<file path="config.mk">
export PLATFORM = sky130hd
export DESIGN_NAME = control_sequencer_flat
export DESIGN_NICKNAME = d
export VERILOG_FILES = /design/src/rtl/control_sequencer_if.sv /design/src/rtl/control_sequencer.sv /design/src/flat_wrapper.sv
export SDC_FILE = /design/constraint.sdc
export NUM_CORES = 1
export LEC_CHECK = 0
export BUFFER_PORTS_ARGS = -buffer_cell sky130_fd_sc_hd__buf_2
export CAP_MARGIN = 20
export CORE_AREA = 5 5 61 63
export DETAILED_ROUTE_END_ITERATION = 12
export DIE_AREA = 0 0 66 68
export GPL_ROUTABILITY_DRIVEN = 1
export PLACE_DENSITY = 0.87
export SLEW_MARGIN = 20
export SYNTH_ARGS = -nofsm -noshare
export SYNTH_HDL_FRONTEND = slang
export SYNTH_SLANG_ARGS = --single-unit
</file>
<file path="constraint.sdc">
create_clock -name Clock -period 2.4 [get_ports Clock]
set_clock_uncertainty 0.2 [all_clocks]
set_input_delay 0.12 -clock Clock [delete_from_list [all_inputs] [get_ports Clock]]
set_output_delay 0.12 -clock Clock [all_outputs]
set_load 0.02 [all_outputs]
</file>
<file path="src/rtl/control_sequencer_if.sv">
// Strobe and handshake bundle between the hardwired control sequencer and the DataPath.
// The sequencer is the master: it consumes IR/mem_ready/Stop and drives every strobe.
interface control_sequencer_if;
  logic [31:0] IR;
  logic        mem_ready;
  logic        Stop;

  logic        PCout, Zlowout, Zhighout, HIout, LOout, MDRout, Cout;
  logic        MARin, PCin, MDRin, IRin, Yin, HIin, LOin, Zin_low, Zin_high;
  logic        IncPC, Read;
  logic        Gra, Grb, Grc, Rin, Rout;
  logic [3:0]  operation;
  logic        Run, illegal_op, mem_fault;

  modport master (
    input  IR, mem_ready, Stop,
    output PCout, Zlowout, Zhighout, HIout, LOout, MDRout, Cout,
    output MARin, PCin, MDRin, IRin, Yin, HIin, LOin, Zin_low, Zin_high,
    output IncPC, Read, Gra, Grb, Grc, Rin, Rout,
    output operation, Run, illegal_op, mem_fault
  );

  modport slave (
    output IR, mem_ready, Stop,
    input  PCout, Zlowout, Zhighout, HIout, LOout, MDRout, Cout,
    input  MARin, PCin, MDRin, IRin, Yin, HIin, LOin, Zin_low, Zin_high,
    input  IncPC, Read, Gra, Grb, Grc, Rin, Rout,
    input  operation, Run, illegal_op, mem_fault
  );
endinterface

</file>
<file path="src/rtl/control_sequencer.sv">
// Hardwired control unit: fetch (T0-T2) and execute (T3-T6) of the ALU instruction subset,
// with a ready/timeout handshake on the memory read and HALT/FAULT terminal states.
module control_sequencer #(
  parameter int unsigned MEM_TIMEOUT = 15
) (
  input  logic                 Clock,
  input  logic                 clear,
  control_sequencer_if.master  bus
);

  localparam int unsigned CNT_W = (MEM_TIMEOUT < 2) ? 1 : $clog2(MEM_TIMEOUT + 1);

  typedef enum logic [3:0] {
    RST   = 4'd0,
    T0    = 4'd1,
    T1    = 4'd2,
    T2    = 4'd3,
    T3    = 4'd4,
    T4    = 4'd5,
    T5    = 4'd6,
    T6    = 4'd7,
    HALT  = 4'd8,
    FAULT = 4'd9
  } state_t;

  typedef enum logic [2:0] {
    C_NONE   = 3'd0,
    C_REG3   = 3'd1,
    C_IMM    = 3'd2,
    C_MULDIV = 3'd3,
    C_UNARY  = 3'd4,
    C_NOP    = 3'd5,
    C_HALT   = 3'd6
  } iclass_t;

  function automatic iclass_t classify(input logic [4:0] opc);
    case (opc)
      5'b00011, 5'b00100, 5'b00101, 5'b00110,
      5'b00111, 5'b01000, 5'b01001, 5'b01010: classify = C_REG3;
      5'b01011, 5'b01100, 5'b01101:           classify = C_IMM;
      5'b01111, 5'b10000:                     classify = C_MULDIV;
      5'b10001, 5'b10010:                     classify = C_UNARY;
      5'b11010:                               classify = C_NOP;
      5'b11011:                               classify = C_HALT;
      default:                                classify = C_NONE;
    endcase
  endfunction

  function automatic logic [3:0] alu_code(input logic [4:0] opc);
    case (opc)
      5'b00011: alu_code = 4'b0001;
      5'b00100: alu_code = 4'b0010;
      5'b00101: alu_code = 4'b0011;
      5'b00110: alu_code = 4'b0100;
      5'b00111: alu_code = 4'b0101;
      5'b01000: alu_code = 4'b0110;
      5'b01001: alu_code = 4'b0111;
      5'b01010: alu_code = 4'b1000;
      5'b01011: alu_code = 4'b0001;
      5'b01100: alu_code = 4'b0011;
      5'b01101: alu_code = 4'b0100;
      5'b01111: alu_code = 4'b1001;
      5'b10000: alu_code = 4'b1010;
      5'b10001: alu_code = 4'b1011;
      5'b10010: alu_code = 4'b1100;
      default:  alu_code = 4'b0000;
    endcase
  endfunction

  state_t             state_r;
  logic [CNT_W-1:0]   wait_cnt_r;
  logic [4:0]         opcode_s;
  iclass_t            iclass_s;
  logic [3:0]         alu_op_s;
  logic               last_exec_s;
  logic               timeout_s;

  assign opcode_s  = bus.IR[31:27];
  assign iclass_s  = classify(opcode_s);
  assign alu_op_s  = alu_code(opcode_s);
  assign timeout_s = (MEM_TIMEOUT != 32'd0) && (32'(wait_cnt_r) == (MEM_TIMEOUT - 32'd1));

  // Final execute step of the current class; a class with no execute phase aborts to T0.
  always_comb begin
    last_exec_s = 1'b0;
    case (iclass_s)
      C_REG3, C_IMM: last_exec_s = (state_r == T5);
      C_UNARY:       last_exec_s = (state_r == T4);
      C_MULDIV:      last_exec_s = (state_r == T6);
      default:       last_exec_s = 1'b1;
    endcase
  end

  // Sequencer state and T1 wait counter.
  always_ff @(posedge Clock or negedge clear) begin
    if (!clear) begin
      state_r    <= RST;
      wait_cnt_r <= '0;
    end else begin
      case (state_r)
        RST: state_r <= T0;
        T0: begin
          state_r    <= T1;
          wait_cnt_r <= '0;
        end
        T1: begin
          if (bus.mem_ready) begin
            state_r <= T2;
          end else if (timeout_s) begin
            state_r <= FAULT;
          end else begin
            wait_cnt_r <= wait_cnt_r + CNT_W'(1);
          end
        end
        T2: begin
          case (iclass_s)
            C_NOP:   state_r <= T0;
            C_HALT:  state_r <= HALT;
            C_NONE:  state_r <= T0;
            default: state_r <= T3;
          endcase
        end
        T3: state_r <= last_exec_s ? (bus.Stop ? HALT : T0) : T4;
        T4: state_r <= last_exec_s ? (bus.Stop ? HALT : T0) : T5;
        T5: state_r <= last_exec_s ? (bus.Stop ? HALT : T0) : T6;
        T6: state_r <= bus.Stop ? HALT : T0;
        HALT:  state_r <= HALT;
        FAULT: state_r <= FAULT;
        default: state_r <= RST;
      endcase
    end
  end

  // Strobe decode; PCin/Zlowout in T1 follow mem_ready so the PC update lands with the data.
  always_comb begin
    bus.PCout     = 1'b0;
    bus.Zlowout   = 1'b0;
    bus.Zhighout  = 1'b0;
    bus.HIout     = 1'b0;
    bus.LOout     = 1'b0;
    bus.MDRout    = 1'b0;
    bus.Cout      = 1'b0;
    bus.MARin     = 1'b0;
    bus.PCin      = 1'b0;
    bus.MDRin     = 1'b0;
    bus.IRin      = 1'b0;
    bus.Yin       = 1'b0;
    bus.HIin      = 1'b0;
    bus.LOin      = 1'b0;
    bus.Zin_low   = 1'b0;
    bus.Zin_high  = 1'b0;
    bus.IncPC     = 1'b0;
    bus.Read      = 1'b0;
    bus.Gra       = 1'b0;
    bus.Grb       = 1'b0;
    bus.Grc       = 1'b0;
    bus.Rin       = 1'b0;
    bus.Rout      = 1'b0;
    bus.operation = 4'b0000;
    bus.illegal_op = 1'b0;
    bus.Run       = (state_r != RST) && (state_r != HALT) && (state_r != FAULT);
    bus.mem_fault = (state_r == FAULT);
    case (state_r)
      T0: begin
        bus.PCout   = 1'b1;
        bus.MARin   = 1'b1;
        bus.IncPC   = 1'b1;
        bus.Zin_low = 1'b1;
      end
      T1: begin
        bus.Read    = 1'b1;
        bus.MDRin   = 1'b1;
        bus.Zlowout = bus.mem_ready;
        bus.PCin    = bus.mem_ready;
      end
      T2: begin
        bus.MDRout     = 1'b1;
        bus.IRin       = 1'b1;
        bus.illegal_op = (iclass_s == C_NONE);
      end
      T3: begin
        case (iclass_s)
          C_REG3, C_IMM: begin
            bus.Grb  = 1'b1;
            bus.Rout = 1'b1;
            bus.Yin  = 1'b1;
          end
          C_UNARY: begin
            bus.Grb       = 1'b1;
            bus.Rout      = 1'b1;
            bus.operation = alu_op_s;
            bus.Zin_low   = 1'b1;
          end
          C_MULDIV: begin
            bus.Gra  = 1'b1;
            bus.Rout = 1'b1;
            bus.Yin  = 1'b1;
          end
          default: bus.operation = 4'b0000;
        endcase
      end
      T4: begin
        case (iclass_s)
          C_REG3: begin
            bus.Grc       = 1'b1;
            bus.Rout      = 1'b1;
            bus.operation = alu_op_s;
            bus.Zin_low   = 1'b1;
          end
          C_IMM: begin
            bus.Cout      = 1'b1;
            bus.operation = alu_op_s;
            bus.Zin_low   = 1'b1;
          end
          C_UNARY: begin
            bus.Zlowout = 1'b1;
            bus.Gra     = 1'b1;
            bus.Rin     = 1'b1;
          end
          C_MULDIV: begin
            bus.Grb       = 1'b1;
            bus.Rout      = 1'b1;
            bus.operation = alu_op_s;
            bus.Zin_low   = 1'b1;
            bus.Zin_high  = 1'b1;
          end
          default: bus.operation = 4'b0000;
        endcase
      end
      T5: begin
        case (iclass_s)
          C_REG3, C_IMM: begin
            bus.Zlowout = 1'b1;
            bus.Gra     = 1'b1;
            bus.Rin     = 1'b1;
          end
          C_MULDIV: begin
            bus.Zlowout = 1'b1;
            bus.LOin    = 1'b1;
          end
          default: bus.operation = 4'b0000;
        endcase
      end
      T6: begin
        if (iclass_s == C_MULDIV) begin
          bus.Zhighout = 1'b1;
          bus.HIin     = 1'b1;
        end else begin
          bus.Zhighout = 1'b0;
        end
      end
      default: bus.operation = 4'b0000;
    endcase
  end

endmodule

</file>
<file path="src/flat_wrapper.sv">
// flat-port wrapper written by rule: the top's interface ports become plain ports
module control_sequencer_flat 
#(
  parameter int unsigned MEM_TIMEOUT = 15
)
  (Clock, clear, bus_IR, bus_mem_ready, bus_Stop, bus_PCout, bus_Zlowout, bus_Zhighout, bus_HIout, bus_LOout, bus_MDRout, bus_Cout, bus_MARin, bus_PCin, bus_MDRin, bus_IRin, bus_Yin, bus_HIin, bus_LOin, bus_Zin_low, bus_Zin_high, bus_IncPC, bus_Read, bus_Gra, bus_Grb, bus_Grc, bus_Rin, bus_Rout, bus_operation, bus_Run, bus_illegal_op, bus_mem_fault);
  control_sequencer_if bus_i ();
  input  logic Clock;
  input  logic clear;
  input wire logic [$bits(bus_i.IR)-1:0] bus_IR;
  input wire logic [$bits(bus_i.mem_ready)-1:0] bus_mem_ready;
  input wire logic [$bits(bus_i.Stop)-1:0] bus_Stop;
  output wire logic [$bits(bus_i.PCout)-1:0] bus_PCout;
  output wire logic [$bits(bus_i.Zlowout)-1:0] bus_Zlowout;
  output wire logic [$bits(bus_i.Zhighout)-1:0] bus_Zhighout;
  output wire logic [$bits(bus_i.HIout)-1:0] bus_HIout;
  output wire logic [$bits(bus_i.LOout)-1:0] bus_LOout;
  output wire logic [$bits(bus_i.MDRout)-1:0] bus_MDRout;
  output wire logic [$bits(bus_i.Cout)-1:0] bus_Cout;
  output wire logic [$bits(bus_i.MARin)-1:0] bus_MARin;
  output wire logic [$bits(bus_i.PCin)-1:0] bus_PCin;
  output wire logic [$bits(bus_i.MDRin)-1:0] bus_MDRin;
  output wire logic [$bits(bus_i.IRin)-1:0] bus_IRin;
  output wire logic [$bits(bus_i.Yin)-1:0] bus_Yin;
  output wire logic [$bits(bus_i.HIin)-1:0] bus_HIin;
  output wire logic [$bits(bus_i.LOin)-1:0] bus_LOin;
  output wire logic [$bits(bus_i.Zin_low)-1:0] bus_Zin_low;
  output wire logic [$bits(bus_i.Zin_high)-1:0] bus_Zin_high;
  output wire logic [$bits(bus_i.IncPC)-1:0] bus_IncPC;
  output wire logic [$bits(bus_i.Read)-1:0] bus_Read;
  output wire logic [$bits(bus_i.Gra)-1:0] bus_Gra;
  output wire logic [$bits(bus_i.Grb)-1:0] bus_Grb;
  output wire logic [$bits(bus_i.Grc)-1:0] bus_Grc;
  output wire logic [$bits(bus_i.Rin)-1:0] bus_Rin;
  output wire logic [$bits(bus_i.Rout)-1:0] bus_Rout;
  output wire logic [$bits(bus_i.operation)-1:0] bus_operation;
  output wire logic [$bits(bus_i.Run)-1:0] bus_Run;
  output wire logic [$bits(bus_i.illegal_op)-1:0] bus_illegal_op;
  output wire logic [$bits(bus_i.mem_fault)-1:0] bus_mem_fault;
  assign bus_i.IR = bus_IR;
  assign bus_i.mem_ready = bus_mem_ready;
  assign bus_i.Stop = bus_Stop;
  assign bus_PCout = bus_i.PCout;
  assign bus_Zlowout = bus_i.Zlowout;
  assign bus_Zhighout = bus_i.Zhighout;
  assign bus_HIout = bus_i.HIout;
  assign bus_LOout = bus_i.LOout;
  assign bus_MDRout = bus_i.MDRout;
  assign bus_Cout = bus_i.Cout;
  assign bus_MARin = bus_i.MARin;
  assign bus_PCin = bus_i.PCin;
  assign bus_MDRin = bus_i.MDRin;
  assign bus_IRin = bus_i.IRin;
  assign bus_Yin = bus_i.Yin;
  assign bus_HIin = bus_i.HIin;
  assign bus_LOin = bus_i.LOin;
  assign bus_Zin_low = bus_i.Zin_low;
  assign bus_Zin_high = bus_i.Zin_high;
  assign bus_IncPC = bus_i.IncPC;
  assign bus_Read = bus_i.Read;
  assign bus_Gra = bus_i.Gra;
  assign bus_Grb = bus_i.Grb;
  assign bus_Grc = bus_i.Grc;
  assign bus_Rin = bus_i.Rin;
  assign bus_Rout = bus_i.Rout;
  assign bus_operation = bus_i.operation;
  assign bus_Run = bus_i.Run;
  assign bus_illegal_op = bus_i.illegal_op;
  assign bus_mem_fault = bus_i.mem_fault;
  control_sequencer #(.MEM_TIMEOUT(MEM_TIMEOUT)) u_core (.Clock(Clock), .clear(clear), .bus(bus_i));
endmodule
</file>
==> reports/metrics.yaml, run 1 <==
routing:
  routed_wl_um: 3730
  drtAntennaViolNets: 0
  viasPerCell: 5.71
  vias: 1508
  drc_errors: 0
  drtIter0Drc: 223
  drt-wirelength-per-cell_um: 14.1
  firstDrtPassIters: 7
sta:
  final.min_clock_period_ps: 2270
  hold_violations: 0
  holdWs_ps: 23.1
  rsz0062_at_grt: "no"
  setup_slack_ps: 129
  tns_ps: 0
  finalSetupViolCount: 0
  slew_viol_final: 0
  max_freq_ghz: 0.440
  period_share_pct: 94.6
worst_setup_path:
  critPathSlowestCell: "ha_1"
  critical_path.top_delay_family: "compound AO/OA/AOI/OAI gates"
  cp.arrival_ps: 1950
  worstPathRequired_ps: 2080
  endpoint_kind: "output port"
  path_common_cell: "buf_2"
  crit_buf_inv: 2
  critPathKind: "input port to output port"
  crit_path_cell_trace: "buf_2 > ha_1 > and3b_1 > a31oi_4 > nand2_4 > xnor2_1 > a221oi_1 > a211oi_1 > buf_2"
  crit_fanout: 13
  worstSetupStartpointType: "input port"
  max_stage_delay_ps: 290
synthesis:
  yosys_warnings: 0
  ys_seq_elements: 8
  synth-compound-area-share_pct: 29.4
  synth_xor_area_share_pct: 3.24
  synth_top_cell_by_area: "dfrtp_1"
  synth_cell_types: 56
  synth_cells: 185
  ys.flop_type: "dfrtp_1"
  synth_top_family_by_area: "compound AO/OA/AOI/OAI gates"
  synth_area_leaders: "dfrtp_1 15%, ha_1 6.5%, nand2_1 6.1%"
  yosys-mux-area-fraction_pct: 5.93
  synthArstFlopShare_pct: 100
  synthAdderAreaFrac_pct: 6.49
  synthSimpleGateAreaFrac_pct: 29.3
  synth_area_um2: 1350
  synth-seq-area-share_pct: 14.8
  synth_edf_count: 0
  synth_top_area_share_pct: 14.8
  syn_area_per_cell_um2: 7.30
layout:
  multi_input_area_um2: 1030
  layout-drive-gt1-share_pct: 29.4
  final_common_cell: "buf_2"
  nNetsFinal: 263
  antenna_cells: 0
  fin_area_um2: 1610
  fill_cells: 305
  layout_common_cells: "36 x buf_2, 22 x nor2_1, 22 x nand2_1"
  area.sequential_um2: 200
  fin_util_pct: 50.7
  syn_to_final_growth_pct: 19.4
floorplan:
  die_y_um: 68
  fp.coreArea_um2: 3180
  fp.dieW_um: 66
  die_area_um2: 4490
  row_count: 21
  io-pin-count: 66
  floorplan.initialDensity_pct: 42.5
clock_network:
  cts_tree: "done"
  numCtsBuffers: 3
  worstSkewPairLatency_ps: 260
  cts-root-buf: "clkbuf_4"
  htreeDepth: 1
  cts.sinks: 8
  post-cts-setup-buffers: 0
  clkSlewWorstSetupHoldPaths_ps: 50
  cts_max_path_buffers: 2
placed_design:
  port_buffers: 36
  dp_hpwl_um: 2840
  gp_congestion: 0.954
  placed_area_um2: 1550
  post-place-ws_ps: 102
power:
  comb_power_share_pct: 72.6
  ir_worst_vdd_uv: 451
  seqPwrFrac_pct: 19.6
  p_int_w: 0.000576
  p_leak_nw: 0.743
  swShare_pct: 55.7
  p_per_area_nw_per_um2: 807
  switchingPower_w: 0.000725
  p_clk_share_pct: 7.8
global_route:
  antenna_found_initial: 0
  grt_overflow_total: 0
  grt_start_max_net_pins: 19
  first_global_vias: 1343
  grt_pass1_wl_um: 5970
  grt_usage_pct: 16.6
worst_hold_path:
  hold_path_class: "input port to asynchronous set/reset pin"
job:
  max-cap-violations: 0
outcome:
  status: "finished clean"
-- logic make-up after synthesis --
| family | after synthesis |
|---|---|
| AND/OR/NAND/NOR | 80 |
| AO/OA/AOI/OAI | 50 |
| buffers and inverters | 26 |
| multiplexers | 8 |
| flip-flops | 8 |
| adder cells (fa/ha/maj) | 7 |
| XOR/XNOR | 5 |
| other | 1 |
-- cell usage after synthesis (2+ instances only) --
library cell	count
nor3b_1	2
o32ai_1	2
buf_6	2
nand2b_1	5
o21ai_0	3
nor2b_1	3
ha_1	7
nand2_1	22
buf_4	7
buf_2	3
a21oi_1	10
nand3_1	4
clkbuf_1	5
nor3_1	12
a221oi_1	2
dfrtp_1	8
a32oi_1	2
xnor2_1	2
mux2i_1	8
o21ai_1	4
a211oi_1	4
xor2_1	3
nor2_1	22
a31oi_1	4
inv_1	8
-- metal layers --
layer,GRT usage [%],wire (um),part of all wire (%)
met5,0,0,0
met4,4.06,68,1.8
met3,3.78,251,6.7
met2,28.4,1710,46
met1,21.1,1700,46
-- registers in the layout (all words and copies together) (netlist names) --
register	count
u_core.wait_cnt_r	4
u_core.state_r	4
-- stage by stage --
| step | instances | power [W] |
|---|---|---|
| final | 264 | 0.00130 |
| after global routing | 264 | 0.00140 |
| after CTS | 264 | 0.00128 |
| after detailed placement | 259 | 0.00117 |
| after global placement | 259 | 0.00115 |
| after floorplan | 186 | 0.000926 |
-- power groups by stage --
stage | combinational (W) | sequential [W] | clock [W]
6_report | 0.000945 | 0.000255 | 0.000102
5_1_grt | 0.00103 | 0.000259 | 0.000112
4_1_cts | 0.000929 | 0.000249 | 0.000102
3_5_place_dp | 0.000923 | 0.000252 | 0
3_3_place_gp | 0.000901 | 0.000249 | 0
2_1_floorplan | 0.000722 | 0.000204 | 0
-- worst paths after layout --
path                                           start                    to  slack [ps]  depth (start not counted)
worst max-delay path                      bus_IR[28]               bus_Grb         130                          9
min in group Clock                     bus_mem_ready     u_core.state_r[1]          20                          3
max in group asynchronous                      clear  u_core.wait_cnt_r[2]        1800                          2
worst min register to register  u_core.wait_cnt_r[0]  u_core.wait_cnt_r[0]         350                          1
worst min-delay path                           clear     u_core.state_r[3]          20                          2
worst max register to register     u_core.state_r[0]     u_core.state_r[0]         390                          7
-- final cells by class --
type                            instances  share of cell area [%]
Multi-Input combinational cell        152                    64.1
Tap cell                               46                    3.57
Inverter                                8                    1.86
Sequential cell                         8                    12.4
Clock buffer                            3                    1.40
Timing Repair Buffer                   47                    16.6
-- what timing repair did --
| action | 4_1_cts | 5_1_grt |
|---|---|---|
| setup endpoints to repair | 0 | 8 |
| endpoints found under the hold margin | 9 | 0 |
| gates resized for setup | 0 | 5 |
| hold buffers | 2 | 0 |
No activity file was read; power rests on OpenSTA's default activity.
==> run 2, diff against run 1 <==
--- a/config.mk
+++ b/config.mk
@@ -5,14 +5,14 @@
 export SDC_FILE = /design/constraint.sdc
 export NUM_CORES = 1
 export LEC_CHECK = 0
+export ABC_AREA = 1
 export BUFFER_PORTS_ARGS = -buffer_cell sky130_fd_sc_hd__buf_2
 export CAP_MARGIN = 20
-export CORE_AREA = 5 5 61 63
+export CORE_AREA = 5 5 59 61
 export DETAILED_ROUTE_END_ITERATION = 12
-export DIE_AREA = 0 0 66 68
+export DIE_AREA = 0 0 64 66
 export GPL_ROUTABILITY_DRIVEN = 1
-export PLACE_DENSITY = 0.87
-export SLEW_MARGIN = 20
+export PLACE_DENSITY = 0.88
 export SYNTH_ARGS = -nofsm -noshare
 export SYNTH_HDL_FRONTEND = slang
 export SYNTH_SLANG_ARGS = --single-unit
==> run 2 against run 1 <==
Critical path depth increased by 1. Area after synthesis decreased by 6.6%. First-iteration DRC count decreased by 63%. Worst hold slack improved by 8.7 ps. Routed wire length decreased by 18%. Sequential power decreased by 14%. Clock-buffer cell count unchanged. Utilization decreased by 0.48 points. Die area decreased by 5.9%.
==> reports/metrics.yaml, run 2 <==
worst_hold_path:
  hold_path_class: "input port to asynchronous set/reset pin"
synthesis:
  yosys_warnings: 0  # unchanged
  synth_top_area_share_pct: 15.9  # +1.0 points
  synth_cell_types: 38  # -32%
  synth_area_leaders: "dfrtp_1 16%, nand2_1 8.9%, nor2_1 7.7%"
  synth.most_common_cell: "nand2_1"
  synth-seq-area-share_pct: 15.9  # +1.0 points
  netlist_top_cells_count: "30 x nand2_1, 26 x nor2_1, 25 x inv_1, 14 x nand2_2"
  synthArstFlopShare_pct: 100  # unchanged
  synth_top_cell_by_area: "dfrtp_1"
  synth_cells: 192  # +3.8%
  synth_edf_count: 0  # unchanged
  synth_area_um2: 1260  # -6.6%
  ys_seq_elements: 8  # unchanged
  ys.flop_type: "dfrtp_1"
  syn_area_per_cell_um2: 6.57  # -10%
worst_setup_path:
  crit_fanout: 5  # -8
  worstPathRequired_ps: 2080  # about the same
  path_common_cell: "nor2_2"
  worstSetupStartpointType: "register"
  cp.arrival_ps: 1850  # -100 ps
  critPathKind: "register to output port"
  crit_path_cell_trace: "nor2_2 > inv_2 > nor2_2 > inv_1 > nor2_2 > nand2_1 > nand2_1 > inv_2 > a211oi_2 > buf_2"
  max_stage_delay_ps: 420  # +130 ps
  endpoint_kind: "output port"
  critPathSlowestCell: "dfrtp_1"
clock_network:
  worstSkewPairLatency_ps: 260  # about the same
  cts-root-buf: "clkbuf_4"
  htreeDepth: 1  # unchanged
  clkSlewWorstSetupHoldPaths_ps: 50  # about the same
  cts.sinks: 8  # unchanged
  cts_tree: "done"
  cts_max_path_buffers: 2  # unchanged
  post-cts-setup-buffers: 0  # unchanged
  numCtsBuffers: 3  # unchanged
layout:
  syn_to_final_growth_pct: 16.6
  layout-drive-gt1-share_pct: 38.7  # +9.3 points
  antenna_cells: 0  # unchanged
  reg.largest.list: "u_core.state_r (4), u_core.wait_cnt_r (4)"
  layout_common_cells: "36 x buf_2, 29 x nand2_1, 25 x inv_1"
  final_common_cell: "buf_2"
  nNetsFinal: 270  # +2.7%
global_route:
  grt_start_max_net_pins: 13  # -6
  first_global_vias: 1288  # -4.1%
  grt_overflow_total: 0  # unchanged
  met1_usage_pct: 18.6  # -2.5 points
  grt.busiest_layer: "met2"
  use_met2_pct: 24.2  # -4.2 points
  grt_pass1_wl_um: 5290  # -11%
  antenna_found_initial: 0  # unchanged
  grt_usage_pct: 15.2  # -1.4 points
  grt_util_met3_pct: 4.59  # +0.82 points
power:
  power_w: 0.00110  # -15%
  p_leak_nw: 0.821  # +10%
  ir_worst_vdd_uv: 597  # +32%
  p_per_area_nw_per_um2: 750  # -7.1%
routing:
  vias: 1328  # -12%
  drtIter0Drc: 83  # -63%
  viasPerCell: 5.15  # -9.9%
  firstDrtPassIters: 4  # -3
  drtAntennaViolNets: 0  # unchanged
  drt-wirelength-per-cell_um: 11.9  # -16%
  drc_errors: 0  # unchanged
  routed_wl_um: 3070  # -18%
floorplan:
  row_count: 20  # -4.8%
  die_y_um: 66  # -2.9%
  floorplan.initialDensity_pct: 43.1  # +0.61 points
  fp.coreArea_um2: 2930  # -7.9%
  fp.dieW_um: 64  # -3.0%
  io-pin-count: 66  # unchanged
  die_area_um2: 4220  # -5.9%
placed_design:
  port_buffers: 36  # unchanged
  dp_hpwl_um: 2520  # -11%
  gp_congestion: 0.894  # -6.3%
sta:
  slew_viol_final: 0  # unchanged
  finalSetupViolCount: 0  # unchanged
  final.min_clock_period_ps: 2170  # -104 ps
  period_share_pct: 90.3  # -4.3 points
  max_freq_ghz: 0.461  # +4.8%
  hold_violations: 0  # unchanged
  tns_ps: 0  # unchanged
  rsz0062_at_grt: "no"
job:
  max-cap-violations: 0  # unchanged
outcome:
  status: "finished clean"
[run 2: kinds of logic (layout without fill, tap and decap cells)]
group,count (synthesis),after routing,synth area share [%]
and+or+nand+nor,104,104,45.0
xor gates and xnor gates,1,1,0.695
DFF,8,8,15.9
buffers and inverters,42,74,16.1
adders and majority gates,7,7,6.94
other,1,2,0.297
AOI/OAI and AO/OA,29,29,15.1
[run 2: worst paths after layout]
path,startpoint,depth (start not counted),to,slack [ps]
max reg2reg,u_core.state_r[3],10,u_core.wait_cnt_r[2],470
min in group Clock,bus_mem_ready,5,u_core.state_r[0],40
max in group asynchronous,clear,2,u_core.wait_cnt_r[1],1800
min reg2reg,u_core.wait_cnt_r[1],2,u_core.wait_cnt_r[1],360
max,u_core.state_r[3],10,bus_operation[0],230
min,clear,2,u_core.state_r[1],30
[run 2: area by class of cell]
class	instances	area, um2
Clock buffer	3	22.5
Fill cell	290	1460
Inverter	33	134
Multi-Input combinational cell	143	872
Sequential cell	8	200
Tap cell	33	41.3
Timing Repair Buffer	38	200
[run 2: through the flow]
stage | std cells | setup slack [ps] | util (%) | area (um2) | hold slack [ps]
after floorplan | 193 | 467 | - | 1260 | -376
after global placement | 253 | 319 | 48.4 | 1420 | -234
after detailed placement | 253 | 311 | 48.4 | 1420 | -233
after CTS | 258 | 179 | 49.9 | 1460 | 34.2
after global routing | 258 | 53.7 | 50.2 | 1470 | 54.3
final | 258 | 233 | 50.2 | 1470 | 31.8
[run 2: what timing repair did]
item / CTS / global route
endpoints found under the setup margin: 0 / 7
resized for setup: 0 / 4
hold buffers: 2 / 0
hold endpoints to repair: 10 / 0
[run 2: per-layer routing]
layer  wire [um]  share of wire [%]
met1        1300                 42
met2        1430                 46
met3         260                8.5
met4          83                2.7
met5           0                  0
[run 2: report_power, final]
part	leakage, nW	internal, W	switching, W	total, W
combinational	0.701	0.000248	0.000533	0.000781
clock	0.0138	0.0000571	0.0000441	0.000101
sequential	0.107	0.000173	0.0000469	0.000220
total	0.821	0.000478	0.000624	0.00110
[run 2: critical path, delay by kind of cell, from the launching register on]
family	cells	cell delay [ps]
buf+inv	4	410
simple gates	5	610
compound gates	1	130
flops	1	420
==> run 3, diff against run 2 <==
--- a/config.mk
+++ b/config.mk
@@ -8,11 +8,11 @@
 export ABC_AREA = 1
 export BUFFER_PORTS_ARGS = -buffer_cell sky130_fd_sc_hd__buf_2
 export CAP_MARGIN = 20
-export CORE_AREA = 5 5 59 61
+export CORE_AREA = 5 5 50 73
 export DETAILED_ROUTE_END_ITERATION = 12
-export DIE_AREA = 0 0 64 66
+export DIE_AREA = 0 0 55 78
 export GPL_ROUTABILITY_DRIVEN = 1
-export PLACE_DENSITY = 0.88
+export PLACE_DENSITY = 0.87
 export SYNTH_ARGS = -nofsm -noshare
 export SYNTH_HDL_FRONTEND = slang
 export SYNTH_SLANG_ARGS = --single-unit
==> run 3 against run 2 <==
Sequential cell count unchanged. Setup slack better by 8.9 ps. Utilization up 0.47 points. Routed wire length rose by 0.46%. Critical endpoint unchanged. Largest power group unchanged.
==> reports/metrics.yaml, run 3 (synthesis results as in run 2) <==
routing:
  firstDrtPassIters: 4  # unchanged
  drtAntennaViolNets: 0  # unchanged
  drtIter0Drc: 30  # -64%
  drt-wirelength-per-cell_um: 11.7  # -1.5%
  vias: 1303  # -1.9%
  viasPerCell: 4.95  # -3.7%
  routed_wl_um: 3090  # +0.46%
  drc_errors: 0  # unchanged
clock_network:
  cts_max_path_buffers: 2  # unchanged
  cts-root-buf: "clkbuf_8"
  cts_resized: 0  # unchanged
  worstSkewPairLatency_ps: 220  # -40 ps
  htreeDepth: 1  # unchanged
  cts_tree: "done"
  clkSlewWorstSetupHoldPaths_ps: 40  # about the same
  numCtsBuffers: 3  # unchanged
  cts.sinks: 8  # unchanged
worst_setup_path:
  worstSetupStartpointType: "register"
  critPathKind: "register to output port"
  cp.arrival_ps: 1840  # about the same
  crit_fanout: 5  # unchanged
  worstPathRequired_ps: 2080  # about the same
  endpoint_kind: "output port"
layout:
  layout_common_cells: "36 x buf_2, 30 x nand2_1, 26 x nor2_1"
  final_cells: 263  # +1.9%
  fill_cells: 307  # +5.9%
  syn_to_final_growth_pct: 17.1
  antenna_cells: 0  # unchanged
  final_common_cell: "buf_2"
  nNetsFinal: 269  # -0.37%
  layout-drive-gt1-share_pct: 37.1  # -1.6 points
  reg.largest.list: "u_core.state_r (4), u_core.wait_cnt_r (4)"
  multi_input_area_um2: 862  # -1.1%
  area.sequential_um2: 200  # unchanged
sta:
  tns_ps: 0  # unchanged
  final.min_clock_period_ps: 2160  # -8.92 ps
  hold_violations: 0  # unchanged
  slew_viol_final: 0  # unchanged
  period_share_pct: 89.9  # -0.37 points
  rsz0062_at_grt: "no"
  finalSetupViolCount: 0  # unchanged
  max_freq_ghz: 0.463  # +0.41%
  setup_slack_ps: 242  # +8.92 ps
floorplan:
  die_y_um: 78  # +18%
  fp.dieW_um: 55  # -14%
  io-pin-count: 66  # unchanged
  fp.coreArea_um2: 2910  # -0.51%
  row_count: 24  # +20%
  die_area_um2: 4290  # +1.6%
  floorplan.initialDensity_pct: 43.3  # +0.22 points
job:
  max-cap-violations: 0  # unchanged
outcome:
  status: "finished clean"
global_route:
  antenna_found_initial: 0  # unchanged
  grt_pass1_wl_um: 5110  # -3.4%
  grt_start_max_net_pins: 13  # unchanged
  grt_overflow_total: 0  # unchanged
  grt_usage_pct: 15.2  # -0.021 points
  first_global_vias: 1291  # +0.23%
placed_design:
  port_buffers: 36  # unchanged
  dp_hpwl_um: 2560  # +1.7%
  gp_congestion: 0.848  # -5.2%
  post-place-ws_ps: 302  # -8.72 ps
  dp_cells: 259  # +2.4%
power:
  ir_worst_vdd_uv: 398  # -33%
  p_leak_nw: 0.825  # +0.46%
  power_w: 0.00115  # +4.7%
  p_per_area_nw_per_um2: 782  # +4.3%
worst_hold_path:
  hold_path_class: "input port to register"
run 3: layout make-up:
cell class                 instances  share of cell area [%]
inverter                          33                    9.07
sequential                         8                    13.6
timing repair buffer              37                    12.9
tap                               39                    3.31
multi-input combinational        143                    58.4
clock buffer                       3                    2.80
run 3: path summary, 6_finish.rpt:
| check | depth (start not counted) | start | end | slack (ps) |
|---|---|---|---|---|
| worst max-delay path | 10 | u_core.state_r[3] | bus_operation[0] | 240 |
| worst min-delay path | 3 | bus_Stop | u_core.state_r[3] | 20 |
| worst max register to register | 10 | u_core.state_r[3] | u_core.wait_cnt_r[2] | 390 |
| worst min register to register | 2 | u_core.wait_cnt_r[1] | u_core.wait_cnt_r[1] | 390 |
| max in group asynchronous | 2 | clear | u_core.state_r[1] | 1770 |
| min in group asynchronous | 2 | clear | u_core.wait_cnt_r[1] | 70 |
run 3: critical path, cell delays in order, from the launching register on:
cell and delay [ps]:
dfrtp_1 410, nor2_1 180, inv_2 60, nor2_1 170, inv_1 80, nor2_1 160, nand2_1 90, nand2_1 70
inv_2 70, a211oi_2 130, buf_2 190
run 3: where the power goes:
part | internal, W | total, W | switching (W)
sequential | 0.000174 | 0.000219 | 0.0000452
clock | 0.000108 | 0.000154 | 0.0000463
combinational | 0.000245 | 0.000781 | 0.000537
run 3: routing by layer:
metal	up-vias	GRT usage (%)	wire length (um)
li1	674	-	-
met1	582	15.0	1150
met2	41	29.1	1660
met3	6	2.11	210
met4	0	6.08	61
met5	-	0	0
run 3: timing repair:
item                                    in CTS  in global routing
hold buffers                                 1                  0
buffers inserted                             0                  0
endpoints found under the setup margin       0                  0
endpoints found under the hold margin        8                  0
run 3: stage by stage:
stage          hold slack, ps  area [um2]  util [%]
6_report                 19.8        1480      50.7
5_1_grt                  33.9        1480      50.7
4_1_cts                  15.1        1480      50.7
3_5_place_dp             -236        1430      48.9
3_3_place_gp             -233        1430      48.9
2_1_floorplan            -376        1260         -
